### src/rtl/linear_upsampler_pkg.sv
// Shared types and helpers for the linear interpolating upsampler.
package linear_upsampler_pkg;

    typedef enum logic [1:0] {
        EMPTY  = 2'd0,
        PRIMED = 2'd1,
        RUN    = 2'd2
    } state_t;

    function automatic int calc_shift(input int upsample);
        return $clog2(upsample);
    endfunction

endpackage

### src/rtl/linear_upsampler.sv
// Linear interpolating upsampler: UPSAMPLE outputs per input interval, floor rounded.
// Optional macro LINEAR_UPSAMPLER_ZOH_EN adds zoh_sel (zero-order hold instead of ramp).
module linear_upsampler
    import linear_upsampler_pkg::*;
#(
    parameter int DATA_WIDTH = 12,
    parameter int UPSAMPLE   = 4
) (
    input  logic                                             clk,
    input  logic                                             rst_n,
    input  logic signed [DATA_WIDTH-1:0]                     in_data,
    input  logic                                             in_valid,
    output logic                                             in_ready,
    output logic signed [DATA_WIDTH-1:0]                     out_data,
    output logic                                             out_valid,
    input  logic                                             out_ready,
`ifdef LINEAR_UPSAMPLER_ZOH_EN
    input  logic                                             zoh_sel,
`endif
    output logic [1:0]                                       o_dbg_state,
    output logic [DATA_WIDTH+calc_shift(UPSAMPLE):0]         o_dbg_acc
);

    localparam int SHIFT = calc_shift(UPSAMPLE);
    localparam int AW    = DATA_WIDTH + SHIFT + 1;
    localparam int DW1   = DATA_WIDTH + 1;
    localparam logic [SHIFT-1:0] LAST_PHASE = SHIFT'(UPSAMPLE - 1);

    // Handshake: out_valid/in_ready are the producer/consumer qualifiers;
    // a transfer happens only in a cycle where valid and ready are both high.
    state_t                       r_state;
    logic signed [AW-1:0]         r_acc;
    logic        [SHIFT-1:0]      r_phase;
    logic signed [DATA_WIDTH-1:0] r_prev;
    logic signed [DATA_WIDTH-1:0] r_next;
    logic signed [DW1-1:0]        r_delta;

    state_t                       w_state_nxt;
    logic signed [AW-1:0]         w_acc_nxt;
    logic        [SHIFT-1:0]      w_phase_nxt;
    logic signed [DATA_WIDTH-1:0] w_prev_nxt;
    logic signed [DATA_WIDTH-1:0] w_next_nxt;
    logic signed [DW1-1:0]        w_delta_nxt;

    logic                         w_in_fire;
    logic                         w_out_fire;
    logic                         w_last;
    logic                         w_zoh;
    logic signed [DW1-1:0]        w_in_ext;
    logic signed [DW1-1:0]        w_base_ext;
    logic signed [DW1-1:0]        w_delta_in;
    logic signed [AW-1:0]         w_in_wide;
    logic signed [AW-1:0]         w_next_wide;

`ifdef LINEAR_UPSAMPLER_ZOH_EN
    assign w_zoh = zoh_sel;
`else
    assign w_zoh = 1'b0;
`endif

    assign w_last     = (r_phase == LAST_PHASE);
    assign out_valid  = (r_state == RUN);
    assign in_ready   = (r_state != RUN) || (w_last && out_ready);
    assign w_in_fire  = in_valid && in_ready;
    assign w_out_fire = out_valid && out_ready;

    // Floor rounding falls out of the arithmetic shift; no extra logic.
    assign out_data    = r_acc[DATA_WIDTH+SHIFT-1:SHIFT];
    assign o_dbg_state = r_state;
    assign o_dbg_acc   = r_acc;

    // The new interval starts from prev in PRIMED and from next at a RUN wrap.
    assign w_in_ext    = DW1'(in_data);
    assign w_base_ext  = (r_state == RUN) ? DW1'(r_next) : DW1'(r_prev);
    assign w_delta_in  = w_zoh ? '0 : (w_in_ext - w_base_ext);
    assign w_in_wide   = AW'(in_data) <<< SHIFT;
    assign w_next_wide = AW'(r_next) <<< SHIFT;

    always_comb begin
        w_state_nxt = r_state;
        w_acc_nxt   = r_acc;
        w_phase_nxt = r_phase;
        w_prev_nxt  = r_prev;
        w_next_nxt  = r_next;
        w_delta_nxt = r_delta;
        unique case (r_state)
            EMPTY: begin
                if (w_in_fire) begin
                    w_prev_nxt  = in_data;
                    w_acc_nxt   = w_in_wide;
                    w_state_nxt = PRIMED;
                end
            end
            PRIMED: begin
                if (w_in_fire) begin
                    w_next_nxt  = in_data;
                    w_delta_nxt = w_delta_in;
                    w_phase_nxt = '0;
                    w_state_nxt = RUN;
                end
            end
            RUN: begin
                if (w_out_fire) begin
                    if (!w_last) begin
                        w_acc_nxt   = r_acc + AW'(r_delta);
                        w_phase_nxt = r_phase + SHIFT'(1);
                    end else begin
                        w_prev_nxt = r_next;
                        w_acc_nxt  = w_next_wide;
                        if (w_in_fire) begin
                            w_next_nxt  = in_data;
                            w_delta_nxt = w_delta_in;
                            w_phase_nxt = '0;
                        end else begin
                            w_state_nxt = PRIMED;
                        end
                    end
                end
            end
            default: w_state_nxt = EMPTY;
        endcase
    end

    always_ff @(posedge clk) begin
        if (!rst_n) begin
            r_state <= EMPTY;
            r_acc   <= '0;
            r_phase <= '0;
            r_prev  <= '0;
            r_next  <= '0;
            r_delta <= '0;
        end else begin
            r_state <= w_state_nxt;
            r_acc   <= w_acc_nxt;
            r_phase <= w_phase_nxt;
            r_prev  <= w_prev_nxt;
            r_next  <= w_next_nxt;
            r_delta <= w_delta_nxt;
        end
    end

endmodule

### config.mk
export PLATFORM = sky130hd
export DESIGN_NAME = linear_upsampler
export DESIGN_NICKNAME = d
export VERILOG_FILES = /design/src/rtl/linear_upsampler_pkg.sv /design/src/rtl/linear_upsampler.sv
export SDC_FILE = /design/constraint.sdc
export NUM_CORES = 1
export LEC_CHECK = 0
export CORE_UTILIZATION = 40
export DETAILED_ROUTE_END_ITERATION = 12
export GPL_TIMING_DRIVEN = 0
export HOLD_SLACK_MARGIN = 0.06
export SETUP_SLACK_MARGIN = 0.3
export SLEW_MARGIN = 20
export SYNTH_ARGS = -nofsm -noshare
export SYNTH_HDL_FRONTEND = slang
export SYNTH_SLANG_ARGS = --single-unit
### constraint.sdc
create_clock -name clk -period 3.6 [get_ports clk]
set_input_delay 0.54 -clock clk [delete_from_list [all_inputs] [get_ports clk]]
set_output_delay 0.54 -clock clk [all_outputs]
set_load 0.02 [all_outputs]
==> metrics.log <==
INFO  metric floorplan.io_pins = 47
INFO  metric floorplan.die.width = 98.7 µm
INFO  metric tritoncts.num_buffers = 5
INFO  metric track_usage = 24.9%
INFO  metric proportion_of_register_bits_with_asynchronous_set_or_reset_after_synthesis = 0%
INFO  metric yosys.area_share.adder = 10.1%
INFO  metric yosysTopAreaCell = sky130_fd_sc_hd__dfxtp_1
INFO  metric average_cell_area_after_synthesis = 7.88 µm²
INFO  metric post_synthesis_compound_gate_area_fraction = 27.1%
INFO  metric finalSetupViolations = 0
INFO  metric number_of_buffer_cells_added_on_primary_ports = 46
INFO  metric yosys.area_share.simple = 21.2%
INFO  metric timing.critical_path.max_delay_family = compound AO/OA/AOI/OAI gates
INFO  metric status = finished, final reports clean
INFO  metric finish.net_count = 573
INFO  metric critical-path-slowest-cell = sky130_fd_sc_hd__dfxtp_2
INFO  metric grt_start_max_net_pins = 16
INFO  metric mappedNetlistArea = 0.00374 mm²
INFO  metric peak_clock_frequency_supported_by_timing = 320 MHz
INFO  metric finalHoldViolations = 0
INFO  metric cts_hold_repair.buffers = 0
INFO  metric dp_hpwl = 8880 µm
INFO  metric floorplan.rows = 34
INFO  metric synth_cells = 475
INFO  metric floorplan.die.height = 98.7 µm
INFO  metric clock_sink_count = 56
INFO  metric synth-main-ff-cell = sky130_fd_sc_hd__dfxtp_1
INFO  metric cts.repair_timing.setup_buffer_count = 0
INFO  metric initial_standard_cell_utilization_of_the_core = 42.1%
INFO  metric report.power.total = 1.73 mW
INFO  metric synth_seq_area_share = 30.0%
INFO  metric synth_mux_area_share = 1.37%
INFO  metric dr_total_vias = 3775
INFO  metric endpoint_kind = flip-flop
INFO  metric critPathLaunchType = flip-flop
INFO  metric cap_violations = 0
INFO  metric final_core_utilization = 49.9%
INFO  metric grt_pass1_vias = 3332
INFO  metric design.die.area = 0.00974 mm²
INFO  metric count_of_different_cell_masters_after_synthesis = 63
INFO  metric final_min_period_over_clock_period = 86.7%
INFO  metric pins_over_slew_limit = 0
INFO  metric stdcell_area = 0.00444 mm²
INFO  metric required_time_of_the_critical_path = 3.86 ns
INFO  metric dpl_cell_area = 0.00434 mm²
INFO  metric totalNegativeSetupSlack = 0 ns
INFO  metric clk_transition_reported_paths = 0.10 ns
INFO  metric dp_slack = 0.0547 ns
INFO  metric power_per_cell_area = 390 mW/mm²
INFO  metric areaGrowthSynthToFinish = 18.6%
INFO  metric crit_fanout = 10
INFO  metric transition_at_the_pin_with_the_smallest_max_transition_slack = 0.853 ns
INFO  metric finalWorstPathRequiredPeriod = 3.12 ns
INFO  metric detailedRoute.firstIterationViolations = 324
INFO  metric cts_tree = yes
INFO  metric synth.top_cells.by_area = sky130_fd_sc_hd__dfxtp_1 30%, sky130_fd_sc_hd__ha_1 9.0%, sky130_fd_sc_hd__nand2_1 7.4%
INFO  metric unrepaired_setup_endpoints_after_global_routing = no
INFO  metric final-seq-area = 0.00112 mm²
INFO  metric cellLeakagePower = 1.76 nW
INFO  metric yosys.area.top_type_share = 30.0%
INFO  metric gpl_wtd_cong = 0.871
INFO  metric clk-insertion-delay-late = 0.32 ns
INFO  metric worst_ir_drop_vdd = 161 µV
INFO  metric synth_edf_count = 0
INFO  metric cp_num_buf_inv = 4
INFO  metric max_slew_margin = 43.1%
INFO  metric count_of_state_elements_after_synthesis = 56
INFO  metric cp_cell_sequence = nand2b_1, buf_4, buf_4, buf_4, nand2_1, nand2_1, ha_1, inv_1, fa_1, a21o_1, a221o_1, a41o_1, o2111ai_1, and3_1
INFO  metric synthXorXnorAreaFrac = 3.75%
INFO  metric gr-total-overflow = 0
INFO  metric core_area = 0.00889 mm²
INFO  metric post_route_drc_violation_count = 0
INFO  metric finClkSkew = 0.00732 ns
INFO  metric finalWorstSetupSlack = 0.477 ns
INFO  metric yosysWarningCount = 0
INFO  metric num-fill-cells = 870
INFO  metric cts_root_buffer = sky130_fd_sc_hd__clkbuf_8
INFO  metric arrival = 3.39 ns
INFO  metric multiInputGateArea = 0.00239 mm²
INFO  metric antenna_violation_net_count_after_detailed_routing = 0
INFO  metric cts-htree-levels = 2
INFO  metric share_of_cells_above_drive_strength_1 = 7.77%
INFO  metric critPathMostFrequentCell = sky130_fd_sc_hd__buf_4
INFO  metric routed_wire_length_per_instance = 19.0 µm
INFO  metric synth_fp_nets = 520
INFO  metric first_pass_drt_iterations = 5
INFO  metric grt_pass1_wl = 18600 µm
INFO  metric max_buffers_root_to_sink = 2
INFO  metric hold_class = reg -> reg
INFO  metric initial_antenna_violation_count = 0
INFO  metric worst-setup-path-type = reg -> reg
INFO  metric finalWirelength = 12100 µm
INFO  metric cpPeakStageDelay = 0.40 ns
INFO  metric synth_top_family_by_area = compound AO/OA/AOI/OAI gates
INFO  metric insertedDiodeCount = 0
INFO  metric vias_per_inst = 5.94
## what timing repair did
item,CTS,global route
setup endpoints to repair,5,4
hold endpoints to repair,0,0
resized for setup,2,10
gates cloned,0,0
## where the power goes
group / switching (mW) / leakage [nW] / internal, mW
sequential: 0.0506 / 0.459 / 0.673
clock: 0.210 / 0.0410 / 0.133
combinational: 0.380 / 1.26 / 0.285
## final timing paths
kind / start / end / slack (ns) / cells past startpoint
max: o_dbg_state[0] / r_delta[12] / 0.48 / 14
min: r_delta[6] / r_delta[6] / 0.47 / 2
max reg2reg: o_dbg_state[0] / r_delta[12] / 0.48 / 14
min reg2reg: r_delta[6] / r_delta[6] / 0.47 / 2
## layer usage
layer	global-route usage (%)	vias to the layer above	share of wire, %
met1	35.7	1781	47
met4	6.43	0	1.6
met5	0	-	0
met3	4.18	16	6.9
met2	38.8	134	45
li1	-	1844	-
## cells by family (layout without fill, tap and decap cells)
group / after synthesis / after routing
simple gates: 168 / 168
compound gates: 155 / 155
flops: 56 / 56
buf+inv: 46 / 99
fa+ha+maj: 29 / 29
xor+xnor: 16 / 16
mux: 5 / 5
## cell usage after synthesis, drive strengths merged (5+ instances only)
| master | n |
|---|---|
| a211oi | 7 |
| a21boi | 5 |
| a21o | 9 |
| a21oi | 51 |
| a221oi | 5 |
| a311oi | 7 |
| a31oi | 9 |
| buf | 25 |
| clkbuf | 13 |
| dfxtp | 56 |
| ha | 27 |
| inv | 7 |
| nand2 | 75 |
| nand2b | 6 |
| nand3 | 13 |
| nor2 | 31 |
| nor2b | 5 |
| nor3 | 7 |
| o211ai | 8 |
| o21a | 5 |
| o21ai | 23 |
| or3 | 5 |
| xnor2 | 13 |
## registers in the layout (all words and copies together) (netlist names)
signal and count:
r_phase 2, o_dbg_state 2, r_next 12, o_dbg_acc 15, r_delta 13, r_prev 12
## worst min-delay path, cell delays in order, from the launching register on
cell                      delay (ns)
sky130_fd_sc_hd__dfxtp_1        0.33
sky130_fd_sc_hd__nand2_1        0.05
sky130_fd_sc_hd__a21oi_1        0.05
## metrics by stage
stage	std cells	hold WS (ns)
final	636	0.468
after CTS	636	0.470
after detailed placement	629	0.457
after floorplan	475	0.436
after global routing	636	0.508
after global placement	629	0.453
## cells in the final DEF, fill, tap and decap left out, types with 12 or more instances in the layout
cell type | synthesis | routed
sky130_fd_sc_hd__ha_1 | 27 | 27
sky130_fd_sc_hd__buf_4 | 13 | 16
sky130_fd_sc_hd__nor2_1 | 30 | 30
sky130_fd_sc_hd__o21ai_0 | 22 | 22
sky130_fd_sc_hd__dfxtp_1 | 56 | 54
sky130_fd_sc_hd__nand2_1 | 74 | 74
sky130_fd_sc_hd__xnor2_1 | 13 | 13
sky130_fd_sc_hd__clkdlybuf4s50_1 | 0 | 46
sky130_fd_sc_hd__a21oi_1 | 50 | 50
sky130_fd_sc_hd__clkbuf_1 | 13 | 13
sky130_fd_sc_hd__nand3_1 | 12 | 12
## final cells by class
class	instances	share of cell area, %
sequential	56	25.3
clock inverter	1	0.113
tap	108	3.05
inverter	8	0.761
clock buffer	6	1.64
timing repair buffer	46	10.4
buffer	38	4.96
multi-input combinational	373	53.8
Power figures use the tool's default switching activity.
